**src/rtl/serial_adder.sv**
```systemverilog
// Bit-serial WIDTH-bit adder: one full_adder cell, operands shifted LSB-first, carry held in a flop.
// START at edge e0 gives a one-cycle DONE after edge e0+WIDTH; START is ignored while BUSY.

module full_adder (
  input  logic x,
  input  logic y,
  input  logic z,
  output logic s,
  output logic c
);
  assign s = x ^ y ^ z;
  assign c = (x & y) | (z & (x ^ y));
endmodule

module serial_adder #(
  parameter int WIDTH = 8
) (
  input  logic             clk,
  input  logic             rst_n,
  input  logic             start,
  input  logic [WIDTH-1:0] a,
  input  logic [WIDTH-1:0] b,
  input  logic             cin,
  output logic             busy,
  output logic             done,
  output logic [WIDTH-1:0] sum,
  output logic             cout
);
  localparam int CW = $clog2(WIDTH + 1);
  localparam logic [CW-1:0] LAST = CW'(WIDTH - 1);

  typedef enum logic [1:0] {IDLE, RUN, FIN} state_t;

  state_t           state;
  logic [WIDTH-1:0] op_a;
  logic [WIDTH-1:0] op_b;
  logic [WIDTH-1:0] res;
  logic [WIDTH-1:0] res_next;
  logic             carry;
  logic [CW-1:0]    cnt;
  logic             fa_s;
  logic             fa_c;

  full_adder u_fa (
    .x(op_a[0]),
    .y(op_b[0]),
    .z(carry),
    .s(fa_s),
    .c(fa_c)
  );

  // New sum bit enters at the MSB; written this way so WIDTH=1 needs no empty slice.
  always_comb begin
    res_next            = res >> 1;
    res_next[WIDTH-1]   = fa_s;
  end

  always_ff @(posedge clk or negedge rst_n) begin
    if (!rst_n) begin
      state <= IDLE;
      op_a  <= '0;
      op_b  <= '0;
      res   <= '0;
      carry <= 1'b0;
      cnt   <= '0;
      busy  <= 1'b0;
      done  <= 1'b0;
      sum   <= '0;
      cout  <= 1'b0;
    end else begin
      done <= 1'b0;
      if (state == RUN) begin
        res   <= res_next;
        carry <= fa_c;
        op_a  <= op_a >> 1;
        op_b  <= op_b >> 1;
        cnt   <= cnt + CW'(1);
        if (cnt == LAST) begin
          state <= FIN;
          busy  <= 1'b0;
          done  <= 1'b1;
          sum   <= res_next;
          cout  <= fa_c;
        end
      end else if (start) begin
        // IDLE and FIN both accept a new request, giving back-to-back operation.
        state <= RUN;
        op_a  <= a;
        op_b  <= b;
        carry <= cin;
        cnt   <= '0;
        busy  <= 1'b1;
      end else begin
        state <= IDLE;
        busy  <= 1'b0;
      end
    end
  end
endmodule
```
**config.mk**
```make
export PLATFORM = sky130hd
export DESIGN_NAME = serial_adder
export DESIGN_NICKNAME = d
export VERILOG_FILES = /design/src/rtl/serial_adder.sv
export SDC_FILE = /design/constraint.sdc
export NUM_CORES = 1
export LEC_CHECK = 0
export CORE_MARGIN = 1
export CORE_UTILIZATION = 55
export DETAILED_ROUTE_END_ITERATION = 16
export PLACE_DENSITY = 0.83
export SLEW_MARGIN = 20
export SYNTH_ARGS = -nofsm -noshare
export SYNTH_HDL_FRONTEND = slang
export SYNTH_HIERARCHICAL = 1
export SYNTH_SLANG_ARGS = --single-unit
export TNS_END_PERCENT = 20
```
**constraint.sdc**
```tcl
create_clock -name clk -period 3.43 [get_ports clk]
set_input_delay 1.029 -clock clk [delete_from_list [all_inputs] [get_ports clk]]
set_output_delay 1.029 -clock clk [all_outputs]
set_load 0.01 [all_outputs]
```
* Yosys cells after proc, flatten, opt, wreduce, memory -nomap -nowiden
Index checks and enable logic that the tools add are counted. Widths: inputs -> output; s select.
Word-level totals: bits in registers 42, output and inout bits 11, word-level logic and storage cells 37, input bits 20
Operators by class: muxes and demuxes 16, reduce and logical (&&, ||, !) cells 2, add/sub/neg operators 1, bitwise logic cells 5, equality and inequality tests 3
Operator list (count):
- $mux 8 | 4
- $mux 1 | 8
- $mux 4 | 2
- $add 4x1->4 const B | 1
- $eq 4x3->1 const B | 1
- $mux 2 | 2
- $and 1x1->1 | 2
- $eq 2x1->1 const B | 1
- $ne 2x1->1 const B | 1
- $reduce_and 2->1 | 1
- $reduce_bool 2->1 | 1
- $xor 1x1->1 | 2
- $or 1x1->1 | 1

* Longest topological paths before layout
Gate-level depths: netlist of run 1.
depth in word-level cells 4, depth in mapped cells 5, gate-level depth less buffers 3

* Modules after synthesis
The synthesis of run 1 kept the hierarchy.
Modules (own cells, without submodules):
- serial_adder | cells an instance 130, area each 1717.9 µm², times used 1, sequential area each 1001.0 µm²
- full_adder | cells an instance 1, area each 20.0 µm², times used 1, sequential area each 0.0 µm²

* Worst setup path after synthesis of run 1
No wires, ideal clock.
path kind input-to-reg, start point input port start, end point register cnt[0], cell stages on the path 3, path slack 1727 ps, data required time 3305 ps, path buffers 1, library setup time 125 ps, arrival time 1578 ps, path through buf_2 > nor2_1 > mux2_2
On the way: word-level cells in the longest chain between the ends 1
Ends and longest elaborated chain:
- start: declaration | line 20 | input logic start,
- $reduce_bool 2->1 (no source line)
- end signal: assignment | line 77 | cnt <= cnt + CW'(1);
- end: declaration | line 40 | logic [CW-1:0] cnt;
Every way passes these cells. A chain may end at the register's enable or synchronous reset.

* Final worst setup path of run 1
start point register sum[4], end point output port sum[4]
RTL lines:
- start: declaration | line 26 | output logic [WIDTH-1:0] sum,
- start signal: assignment | line 82 | sum <= res_next;
No word-level cell between the ends.

==> results of run 1 <==
[flip-flops by register name (all words and copies together) (netlist names)]
signal  cells
op_a        8
op_b        8
sum         8
res         7
cnt         4
state       2
carry       1
cout        1
done        1
[per-layer routing]
| metal | GRT usage | vias up | part of all wire |
|---|---|---|---|
| li1 | - | 513 | - |
| met4 | 0.0612 | 0 | 0.015 |
| met3 | 0.0603 | 5 | 0.050 |
| met1 | 0.190 | 509 | 0.42 |
| met2 | 0.330 | 28 | 0.51 |
| met5 | 0 | - | 0 |
[layout make-up]
type / instances / share of cell area
sequential: 40 / 0.472
multi-input combinational: 83 / 0.319
timing repair buffer: 32 / 0.146
tap: 44 / 0.0260
clock buffer: 6 / 0.0195
clock inverter: 2 / 0.0165
[cells in the mapped netlist]
library cell | number | area share
buf_6 | 1 | 0.0065
o21ai_0 | 16 | 0.046
nor2b_4 | 1 | 0.0079
xnor2_1 | 1 | 0.0050
nand2b_1 | 1 | 0.0036
a21o_1 | 1 | 0.0043
dfrtp_1 | 40 | 0.58
nor2_1 | 4 | 0.0086
fa_1 | 1 | 0.012
mux2_4 | 8 | 0.069
mux2_2 | 10 | 0.065
nand3_1 | 1 | 0.0029
ha_1 | 1 | 0.0072
and4b_1 | 1 | 0.0058
and4b_4 | 1 | 0.0079
mux2i_1 | 18 | 0.10
nand2_1 | 17 | 0.037
clkbuf_1 | 1 | 0.0022
buf_12 | 1 | 0.012
buf_2 | 5 | 0.014
nor3b_1 | 1 | 0.0043
[where the power goes]
| group | total, mW | switching, mW | internal, mW |
|---|---|---|---|
| Sequential | 0.807 | 0.128 | 0.679 |
| Clock | 0.297 | 0.144 | 0.153 |
| Combinational | 0.679 | 0.284 | 0.394 |
| Total | 1.78 | 0.556 | 1.23 |
[cell families (layout without fill, tap and decap cells)]
| family | after synthesis | after routing |
|---|---|---|
| XOR/XNOR | 1 | 1 |
| multiplexers | 36 | 36 |
| adder cells (fa/ha/maj) | 2 | 2 |
| buffers and inverters | 8 | 40 |
| AO/OA/AOI/OAI | 17 | 17 |
| AND/OR/NAND/NOR | 27 | 27 |
| flip-flops | 40 | 40 |
[worst paths after layout]
| kind | end | slack (ns) | cells past startpoint |
|---|---|---|---|
| min reg2reg | op_a[1] | 0.50 | 2 |
| max in group asynchronous | op_b[0] | 2.11 | 1 |
| max | sum[4] | 1.14 | 1 |
| max reg2reg | cout | 1.60 | 4 |
| min in group asynchronous | sum[6] | 0.78 | 1 |
| min | op_a[1] | 0.50 | 2 |
==> impl_metrics.json, run 1 <==
{
  "synth_seq_cells": 40,
  "synth-xor-area-share": 0.00504,
  "synth_top_family_by_area": "multiplexers",
  "regArea_mm2": 0.00100,
  "wire_per_inst_um": 13.0,
  "grt_max_degree": 50,
  "final.fill_count": 223,
  "crit_slowest_cell": "clkdlybuf4s50_1",
  "cpPeakStageDelay_ns": 0.53,
  "cp_max_fo": 2,
  "gp_congestion": 0.644,
  "wl_mm": 2.69,
  "fin_area_mm2": 0.00212,
  "crit_buf_inv": 1,
  "worst_pin_slew_ns": 0.850,
  "antenna_found_initial": 0,
  "drive_above_1_share": 0.184,
  "final_nets": 184,
  "fin_tns_setup_ns": 0,
  "mostFrequentLayoutCells": "dfrtp_1, clkdlybuf4s50_1, mux2i_1",
  "syn_area_mm2": 0.00174,
  "cts_hold_buffers": 0,
  "num_antenna_cells": 0,
  "netlist_instances": 131,
  "overflow": 0,
  "synthAdderAreaFrac": 0.0187,
  "top_level_ports": 31,
  "cts_tree": "built",
  "post-route-util": 0.700,
  "fp.coreArea_mm2": 0.00303,
  "layout_min_cycle_time_ns": 2.29,
  "timing.final.crit_share": 0.666,
  "synth_nets": 153,
  "multi_input_area_um2": 677,
  "placementRows": 20,
  "power_leakage_nw": 0.988,
  "ys_types": 21,
  "end_kind": "output port",
  "synth-compound-area-share": 0.0504,
  "drt_first_iter_violations": 10,
  "start_util": 0.574,
  "post_cts_buffers": 0,
  "setup_viol": 0,
  "drt_first_pass_iters": 4,
  "numCtsBuffers": 5,
  "drv_cap": 0,
  "clk_path_buf_depth": 2,
  "post-place-cells": 199,
  "status": "finished clean",
  "port-buffer-count": 30,
  "final_hold_viol_count": 0,
  "vias": 1055,
  "seq_area_frac_synth": 0.576,
  "syn2layout_area_growth_pct": 22.0,
  "hold_class": "reg -> reg",
  "critPathTopFamily": "buffers and inverters",
  "cts.clk_slew.worst_paths_ns": 0.12,
  "rsz0062_at_grt": "no",
  "worst_ep_required_time_ns": 2.40,
  "slew_violations": 0,
  "clk_latency_ns": 0.34,
  "ant_nets": 0,
  "ctsResizeCount": 0,
  "grtUsageTotal": 0.179,
  "placed_area_mm2": 0.00204,
  "die_area_mm2": 0.00339,
  "whs_ns": 0.499,
  "timing.rr.start": "state[1]",
  "ir_drop_v": 0.000446,
  "drc_errors": 0,
  "cts-root-buf": "clkbuf_4",
  "critical_path_arrival_ns": 1.26,
  "slew-limit-headroom": 0.433,
  "synth_area_per_cell_um2": 13.3,
  "grt_pass1_wl_mm": 4.49,
  "hpwl_mm": 1.79,
  "fin_cells": 207,
  "die_h_um": 58.2,
  "yosys.area_share.simple": 0.0778,
  "clock_sinks": 40,
  "power_mw": 1.78,
  "p_per_area_mw_per_mm2": 841,
  "ys_warn_count": 6,
  "cts.htree.levels": 2,
  "crit_start": "sum[4]",
  "vias_per_cell": 5.10,
  "synthMuxAreaShare": 0.238,
  "fmax_ghz": 0.438,
  "grt_pass1_vias": 1043,
  "setup_ws_ns": 1.14,
  "cp_cell_sequence": "clkdlybuf4s50_1",
  "pre_cts_ws_ns": 1.14,
  "dieWidth_um": 58.2,
  "final_common_cell": "dfrtp_1",
  "fin_skew_ns": 0.0123,
  "worstHoldStart": "op_a[2]",
  "crit_type": "reg -> out",
  "cp-start-kind": "flop"
}
No activity file was read; power rests on OpenSTA's default activity.
==> run 2, diff against run 1 <==
Settings changed: CORE_UTILIZATION 55 to 51, PLACE_DENSITY 0.83 to 0.78.
Clock period 3.43 ns to 2.2 ns, I/O delays scaled along.
==> run 2 against run 1 <==
Compared with the run above:
- non-clock buffer count up 3
- core utilization is 3.3 points lower
- via count shrank 2.5%
- worst setup slack worse by 0.84 ns
- power increased by 48%
- critical path depth is the same
- clock skew fell by 0.0069 ns
- critical endpoint is now sum[7]
==> impl_metrics.json, run 2 (synthesized netlist as in run 1, its figures left out) <==
{
  "status": "finished clean",
  "cts_tree": "built",
  "netSwitchingPower_mw": 0.845,
  "post-route-util": 0.667,
  "grtUsageTotal": 0.176,
  "slew_violations": 0,
  "port-buffer-count": 30,
  "layout_min_cycle_time_ns": 1.89,
  "overflow": 0,
  "ff2ff_setup_slack_ns": 0.71,
  "grt_pass1_wl_mm": 4.65,
  "cts.htree.levels": 2,
  "fp.coreArea_mm2": 0.00315,
  "antenna_found_initial": 0,
  "dieWidth_um": 60.4,
  "pwr-share-clk": 0.115,
  "end_kind": "output port",
  "numCtsBuffers": 5,
  "final_common_cell": "dfrtp_1",
  "vias": 1029,
  "start_util": 0.551,
  "ant_nets": 0,
  "combPwrFrac": 0.404,
  "top_level_ports": 31,
  "final.fill_count": 258,
  "vias_per_cell": 4.97,
  "wl_mm": 2.70,
  "clock_sinks": 40,
  "rsz0062_at_grt": "no",
  "worst_pin_slew_ns": 0.594,
  "wire_per_inst_um": 13.0,
  "whs_ns": 0.328,
  "cts.clk_slew.worst_paths_ns": 0.10,
  "sequentialPowerShare": 0.480,
  "path_depth": 1,
  "fin_skew_ns": 0.00536,
  "p_per_area_mw_per_mm2": 1250,
  "cp_cell_sequence": "clkdlybuf4s50_1",
  "swShare": 0.321,
  "crit_type": "reg -> out",
  "clk_latency_ns": 0.33,
  "p_int_mw": 1.78,
  "die_area_mm2": 0.00365,
  "hpwl_mm": 1.96,
  "gp_congestion": 0.659,
  "setup_viol": 0,
  "drt_first_iter_violations": 19,
  "cts-root-buf": "clkbuf_4",
  "power_leakage_nw": 0.984,
  "grt_max_degree": 49,
  "cp-start-kind": "flop",
  "r2r_cells": 4,
  "fin_area_mm2": 0.00210,
  "syn2layout_area_growth_pct": 21.0,
  "final_nets": 187,
  "fmax_ghz": 0.528,
  "clk_path_buf_depth": 2,
  "critical_path_arrival_ns": 1.23,
  "drt_first_pass_iters": 4,
  "largest_registers": "op_a: 8 flops, op_b: 8 flops, sum: 8 flops",
  "critPathTopFamily": "buffers and inverters",
  "hold_class": "in -> async",
  "slew-limit-headroom": 0.604,
  "placementRows": 20,
  "final_hold_viol_count": 0,
  "grt_pass1_vias": 1075,
  "ir_drop_v": 0.000480,
  "mostFrequentLayoutCells": "dfrtp_1, clkdlybuf4s50_1, mux2i_1",
  "drv_cap": 0,
  "drc_errors": 0,
  "ctsResizeCount": 0,
  "crit_slowest_cell": "clkdlybuf4s50_1",
  "num_antenna_cells": 0,
  "cp_max_fo": 2,
  "fin_tns_setup_ns": 0,
  "post_cts_buffers": 0,
  "cpPeakStageDelay_ns": 0.54,
  "placed_area_mm2": 0.00207,
  "timing.final.crit_share": 0.860,
  "cts_hold_buffers": 0,
  "crit_buf_inv": 1,
  "worst_ep_required_time_ns": 1.54,
  "drive_above_1_share": 0.190,
  "die_h_um": 60.4
}
[run 2: cell count changes in the layout (fill, tap and decap cells not counted)]
cell	before	now
clkbuf_1	1	0
buf_4	2	5
clkinv_2	1	0
bufinv_16	1	0
[run 2: path summary, 6_finish.rpt]
kind / from / endpoint
worst max-delay path: sum[7] / sum[7]
worst min-delay path: rst_n / cnt[1]
worst max register to register: state[1] / cnt[2]
worst min register to register: op_b[3] / op_b[2]
max in group asynchronous: rst_n / state[1]
min in group clk: op_b[3] / op_b[2]
[run 2: metal layers]
| layer | routed length (um) | global-route usage | share of wire |
|---|---|---|---|
| met4 | 0 | 0.0498 | 0 |
| met2 | 1300 | 0.309 | 0.48 |
| met5 | 0 | 0 | 0 |
| met3 | 118 | 0.0576 | 0.044 |
| met1 | 1290 | 0.206 | 0.48 |
[run 2: power by group through the flow]
| stage | Sequential, mW | Combinational, mW | Clock [mW] |
|---|---|---|---|
| floorplan | 1.27 | 0.748 | 0 |
| global placement | 1.26 | 1.03 | 0 |
| detailed placement | 1.28 | 1.08 | 0 |
| CTS | 1.26 | 1.08 | 0.322 |
| global route | 1.31 | 1.18 | 0.352 |
| finish | 1.26 | 1.06 | 0.304 |
[run 2: stage by stage]
stage	power [mW]	std cells	worst slack, ns
2_1_floorplan	2.02	131	0.846
3_3_place_gp	2.29	202	0.361
3_5_place_dp	2.36	202	0.315
4_1_cts	2.67	207	0.283
5_1_grt	2.84	207	0.226
6_report	2.63	207	0.307
[run 2: cell type report]
cell class | count | area, um^2 | area share
well taps | 44 | 55.1 | 0.0262
multi-input cells | 83 | 677 | 0.322
flip-flops and latches | 40 | 1000 | 0.476
repair buffers | 35 | 333 | 0.158
clock buffers | 5 | 37.5 | 0.0178
[run 2: worst register-to-register path, stage by stage (launching register included)]
cell and delay, ns:
dfrtp_1 0.40, nor2b_4 0.11, buf_4 0.39, mux2_2 0.39, mux2i_1 0.13
==> edit 1 (flow settings as in run 2) <==
The parameter `WIDTH` goes from 8 to 4.
--- a/src/rtl/serial_adder.sv
+++ b/src/rtl/serial_adder.sv
@@ -15,3 +15,3 @@
 module serial_adder #(
-  parameter int WIDTH = 8
+  parameter int WIDTH = 4
 ) (
Interface: changed (resized a, b and sum); port bits go from 31 to 19. The function was not compared with the original's and may differ.
==> edit 1 against run 2 <==
- area after synthesis down 41%
- final area decreased by 40%
- global-route usage shrank 1.3 points
- worst setup slack worse by 0.015 ns
- sequential cell count decreased by 17
- hold slack improved by 0.17 ns
- routed wire length is 44% lower
- cell count is 45% lower
- total power fell by 40%
- count of clock-buffer cells in the layout fell by 2
- combinational power down 35%
- clock power shrank 38%
- largest power group unchanged
==> edit 1: results (changes against run 2) <==
The initial detailed-routing violation count is 5 (-14). Broken down by cell family, the worst path's largest delay share belongs to buffers and inverters. The global-route wire length before repair was 2360 µm (-49%). The logs give 142 (-45%) for the fill cell total of the finished layout and 0.688 (+4.5%) for the final weighted congestion in routability-driven placement.

The net count after synthesis was 82 (-46%); the worst hold path cell count was 1. The maximum level of the CTS H-tree came out at 1 (-1). The logs give 0.31 ns (-0.02 ns) for the insertion delay to the later sink of the worst-skew pair and 0 (unchanged) for the number of antenna violations at the first check in global routing. The logs give 0.00365 ns (-0.00171 ns) for the clock tree skew after final layout and 0.00110 W (-38%) for the internal power contribution. For the sequential-to-total area share from yosys stat, the log shows 55.7% (-1.9 points). In this design, the stage delay of the slowest critical-path cell is 0.55 ns.

For the final wirelength, the log shows 1510 µm (-44%). The type of the worst min-delay path is flip-flop to flip-flop. The tools report the relative slew slack as 54.0% (-6.4 points). The finished layout cell area was 1270 µm² (-40%); the share of synthesized flip-flops with an asynchronous set or reset was 100% (unchanged). The number of resized instances in the post-cts repair step was 0 (unchanged). The half-perimeter wire length of the detailed placement result came out at 1030 µm (-47%). The tools report the master cell of the clock root buffer as sky130_fd_sc_hd__clkbuf_4. The first-pass iteration count of the detailed router came out at 4 (unchanged).

Dominant synthesized flop cell: sky130_fd_sc_hd__dfrtp_1. The number of buffers created by CTS was 3 (-2). For the number of vias after detailed routing, the log shows 580 (-44%).

Number of cells on the worst reg-to-reg path: 4 (unchanged). The number of buffers inserted by port buffering came out at 18 (-40%). The Yosys warning count is 6 (unchanged). The largest registers in the layout are op_a x4, op_b x4, sum x4.

The pin count of the biggest net entering global routing is 24 (-51%), and the share of final-layout standard cells stronger than drive strength 1 is 31.5% (+12 points). The tools report the setup fix buffers added after clock tree synthesis as 0 (unchanged). In the post-synthesis netlist, the biggest area contributors are sky130_fd_sc_hd__dfrtp_1, sky130_fd_sc_hd__mux2_2, sky130_fd_sc_hd__mux2_4. The peak fanout along the critical path is 4 (+2). The run gives 0.605 nW (-39%) as the static power due to leakage. The flow ran to the end, and the final reports show no timing, DRC or antenna violations. The global-route usage over all layers is 16.3% (-1.3 points), and the arrival time of data at the critical path endpoint is 1.25 ns (+0.02 ns).

Ranked by instance count, the synthesized netlist is headed by sky130_fd_sc_hd__dfrtp_1, sky130_fd_sc_hd__mux2_2, sky130_fd_sc_hd__mux2_4. The logs give 2 (unchanged) for the maximum clock insertion buffer count and 15 (-29%) for the distinct cell type count of the synthesized netlist. The placed standard-cell area was 1240 µm² (-40%); the maximum ir drop on the vdd rail was 0.805 mV (+68%). The clock-pin slew on the worst setup and hold paths works out to 0.12 ns (+0.02 ns). The slowest stage of the critical path is the sky130_fd_sc_hd__clkdlybuf4s50_1 cell. The run gives 573 (-47%) as the via count of the first global-routing pass. The number of nets in the finished design is 105 (-44%), and the antenna diode count is 0 (unchanged).
[edit 1: worst paths after layout]
path                          start      to  slack (ns)
max                        state[0]    busy        0.29
min reg2reg                  cnt[0]  cnt[0]        0.50
max in group asynchronous     rst_n  cnt[0]        1.29
max reg2reg                  cnt[0]    cout        0.62
min                          cnt[0]  cnt[0]        0.50
min in group asynchronous     rst_n  cnt[1]        0.68
[edit 1: power groups by stage]
stage	Clock (W)	Sequential, W	Combinational, W
final	0.000189	0.000702	0.000688
after global routing	0.000224	0.000727	0.000746
after CTS	0.000202	0.000705	0.000699
after detailed placement	0	0.000713	0.000688
after global placement	0	0.000708	0.000675
after floorplan	0	0.000720	0.000460
[edit 1: cells by family after synthesis]
logic type / Yosys count / share of synthesized area, %
compound gates: 1 / 0.727
flops: 23 / 55.7
mux: 27 / 31.8
simple gates: 8 / 4.48
fa+ha+maj: 3 / 4.36
buf+inv: 5 / 2.91
[edit 1: metal layers]
layer  track usage [%]  vias up  share of wire, %
met1              21.8      289                49
met4              8.57        0               1.5
met5                 0        -                 0
li1                  -      275                 -
met3              4.62        4               3.7
met2              24.2       12                46
[edit 1: stage by stage]
step | power, W | setup WS [ns] | cells
2_1_floorplan | 0.00118 | 0.757 | 67
3_3_place_gp | 0.00138 | 0.150 | 110
3_5_place_dp | 0.00140 | 0.126 | 110
4_1_cts | 0.00161 | 0.267 | 114
5_1_grt | 0.00170 | 0.235 | 114
6_report | 0.00158 | 0.292 | 114
[edit 1: layout make-up]
type	instances	area share (%)
Clock inverter	1	0.394
Clock buffer	3	1.78
Inverter	3	0.888
Tap cell	25	2.47
Multi-Input combinational cell	39	33.7
Sequential cell	23	45.4
Timing Repair Buffer	20	15.4
==> edit 2 (settings of run 2) <==
Made on the original files. Encoding of `state_t`: now one-hot (3 bits for 3 states).
--- a/src/rtl/serial_adder.sv
+++ b/src/rtl/serial_adder.sv
@@ -31,3 +31,3 @@
 
-  typedef enum logic [1:0] {IDLE, RUN, FIN} state_t;
+  typedef enum logic [2:0] {IDLE = 3'b001, RUN = 3'b010, FIN = 3'b100} state_t;
 
Behaviour: same outputs for any inputs over 10 cycles, from zero or initial values and one cycle with rst_n low; not proved beyond that.
==> edit 2 against run 2 <==
- routed wire length is 18% higher
- cell count rose by 12%
- sequential cell count up 1
- final area is 6.8% higher
- worst setup slack got worse by 0.054 ns
- area after synthesis up 0.86%
- non-clock buffer count unchanged
- clock power is 95% higher
- utilization grew 4.6 points
- total power grew 14%
- hold slack worse by 0.070 ns
- largest cell class unchanged
- highest routed layer is now met4
==> edit 2: results (changes against run 2) <==
The flow ran to the end, and the final reports show no timing, DRC or antenna violations. The tools report the sequential-to-total area share from yosys stat as 58.6% (+1.0 points). By area the synthesized netlist is led by sky130_fd_sc_hd__dfrtp_1, sky130_fd_sc_hd__mux2i_1, sky130_fd_sc_hd__nand2_1.

The run gives 1.07 nW (+8.6%) as the static power due to leakage. The tools report the number of buffers created by CTS as 5 (unchanged). The run gives 0.777 (+18%) as the final weighted congestion in routability-driven placement. Distinct cell type count of the synthesized netlist: 23 (+9.5%). For the initial detailed-routing violation count, the log shows 49 (+30). The maximum level of the CTS H-tree was 2 (unchanged); the pin count of the biggest net entering global routing was 42 (-14%).

TritonCTS built the clock tree. The clock-pin slew on the worst setup and hold paths came out at 0.12 ns (+0.02 ns). Arrival time of data at the critical path endpoint: 1.29 ns (+0.06 ns). Internal power contribution: 0.00198 W (+11%). The number of cells on the worst reg-to-reg path came out at 4 (unchanged). The setup fix buffers added after clock tree synthesis came out at 0 (unchanged). The per-cell via count in the routed design is 5.07 (+2.0%), and the transition time of the tightest slew-check pin is 0.278 ns (-0.316 ns).

The share of final-layout standard cells stronger than drive strength 1 came out at 14.4% (-4.6 points). The tools report the beginning of the worst register-to-register path as state[2]. The peak fanout along the critical path is 3 (+1). The highest metal layer carrying signal wires in the routed design is met4.

The tools report the global-route wire length before repair as 5270 µm (+13%). The run gives 1630 µm (+26%) as the met2 wire length. The most critical setup path has its startpoint at state[1]. In this design, the stage delay of the slowest critical-path cell is 0.55 ns.

Counting instances in the post-synthesis netlist gives the leading cell types as sky130_fd_sc_hd__dfrtp_1, sky130_fd_sc_hd__nand2_1, sky130_fd_sc_hd__mux2i_1, sky130_fd_sc_hd__o21ai_0, sky130_fd_sc_hd__mux2_4. The later pin in the worst-skew pair is clocked with a latency of 0.34 ns. The number of nets in the finished design is 208 (+11%), and the via count of the first global-routing pass is 1,200 (+12%). The cell type group with the largest total delay on the critical path was buffers and inverters. The average detailed-routed wire length per instance is 13.7 µm (+5.4%). The maximum ir drop on the vdd rail came out at 0.756 mV (+58%).

The run gives 4 (unchanged) as the first-pass iteration count of the detailed router. The clock tree skew after final layout was 0.00359 ns (-0.00177 ns); the met3 wire length was 150 µm (+27%). The run gives 0 (unchanged) as the number of resized instances in the post-cts repair step.

The half-perimeter wire length of the detailed placement result is 2240 µm (+15%). The routed length on met1 was 1370 µm (+6.6%); the global-route usage over all layers was 20.0% (+2.4 points). For the net count after synthesis, the log shows 174 (+14%).
==> edit 2: metrics by stage <==
step	total power, W	instance area, µm²	cells	utilization (%)	setup slack, ns
finish	0.00300	2250	231	71.3	0.253
global route	0.00323	2250	231	71.3	0.193
CTS	0.00303	2250	231	71.3	0.234
detailed placement	0.00243	2140	223	68.0	0.388
global placement	0.00237	2140	223	68.0	0.442
floorplan	0.00199	1750	152	-	0.628
==> edit 2: final timing paths <==
check / end / slack, ns
worst max-delay path: busy / 0.25
worst min-delay path: state[1] / 0.26
worst max register to register: cout / 0.39
worst min register to register: res[1] / 0.50
max in group asynchronous: state[0] / 1.69
min in group clk: res[1] / 0.50
==> edit 2: power groups by stage <==
stage                     Sequential, W  Combinational, W  Clock [W]
after global placement          0.00127           0.00110          0
after global routing            0.00131           0.00127   0.000642
after floorplan                 0.00126          0.000724          0
after CTS                       0.00128           0.00115   0.000609
after detailed placement        0.00129           0.00115          0
final                           0.00127           0.00114   0.000593
==> edit 2: cell families (layout without fill, tap and decap cells) <==
kind of cell,after synthesis,count (layout),synth area share [%]
and+or+nand+nor,52,52,13.3
DFF,41,41,58.6
muxes,26,26,17.2
AOI/OAI and AO/OA,22,22,6.57
buffers and inverters,9,44,2.50
adders and majority gates,2,2,1.86
==> edit 2: final cells by class <==
| class | instances | area [µm²] |
|---|---|---|
| flip-flops and latches | 41 | 1030 |
| fillers | 242 | 906 |
| well taps | 44 | 55.1 |
| clock buffers | 5 | 37.5 |
| multi-input cells | 102 | 688 |
| clock inverters | 3 | 65.1 |
| repair buffers | 35 | 370 |
| inverters | 1 | 3.75 |
==> edit 2: per-layer routing <==
layer	vias up	GRT usage [%]
met1	561	24.4
met4	0	4.87
met2	33	35.0
li1	575	-
met5	-	0
met3	2	5.76
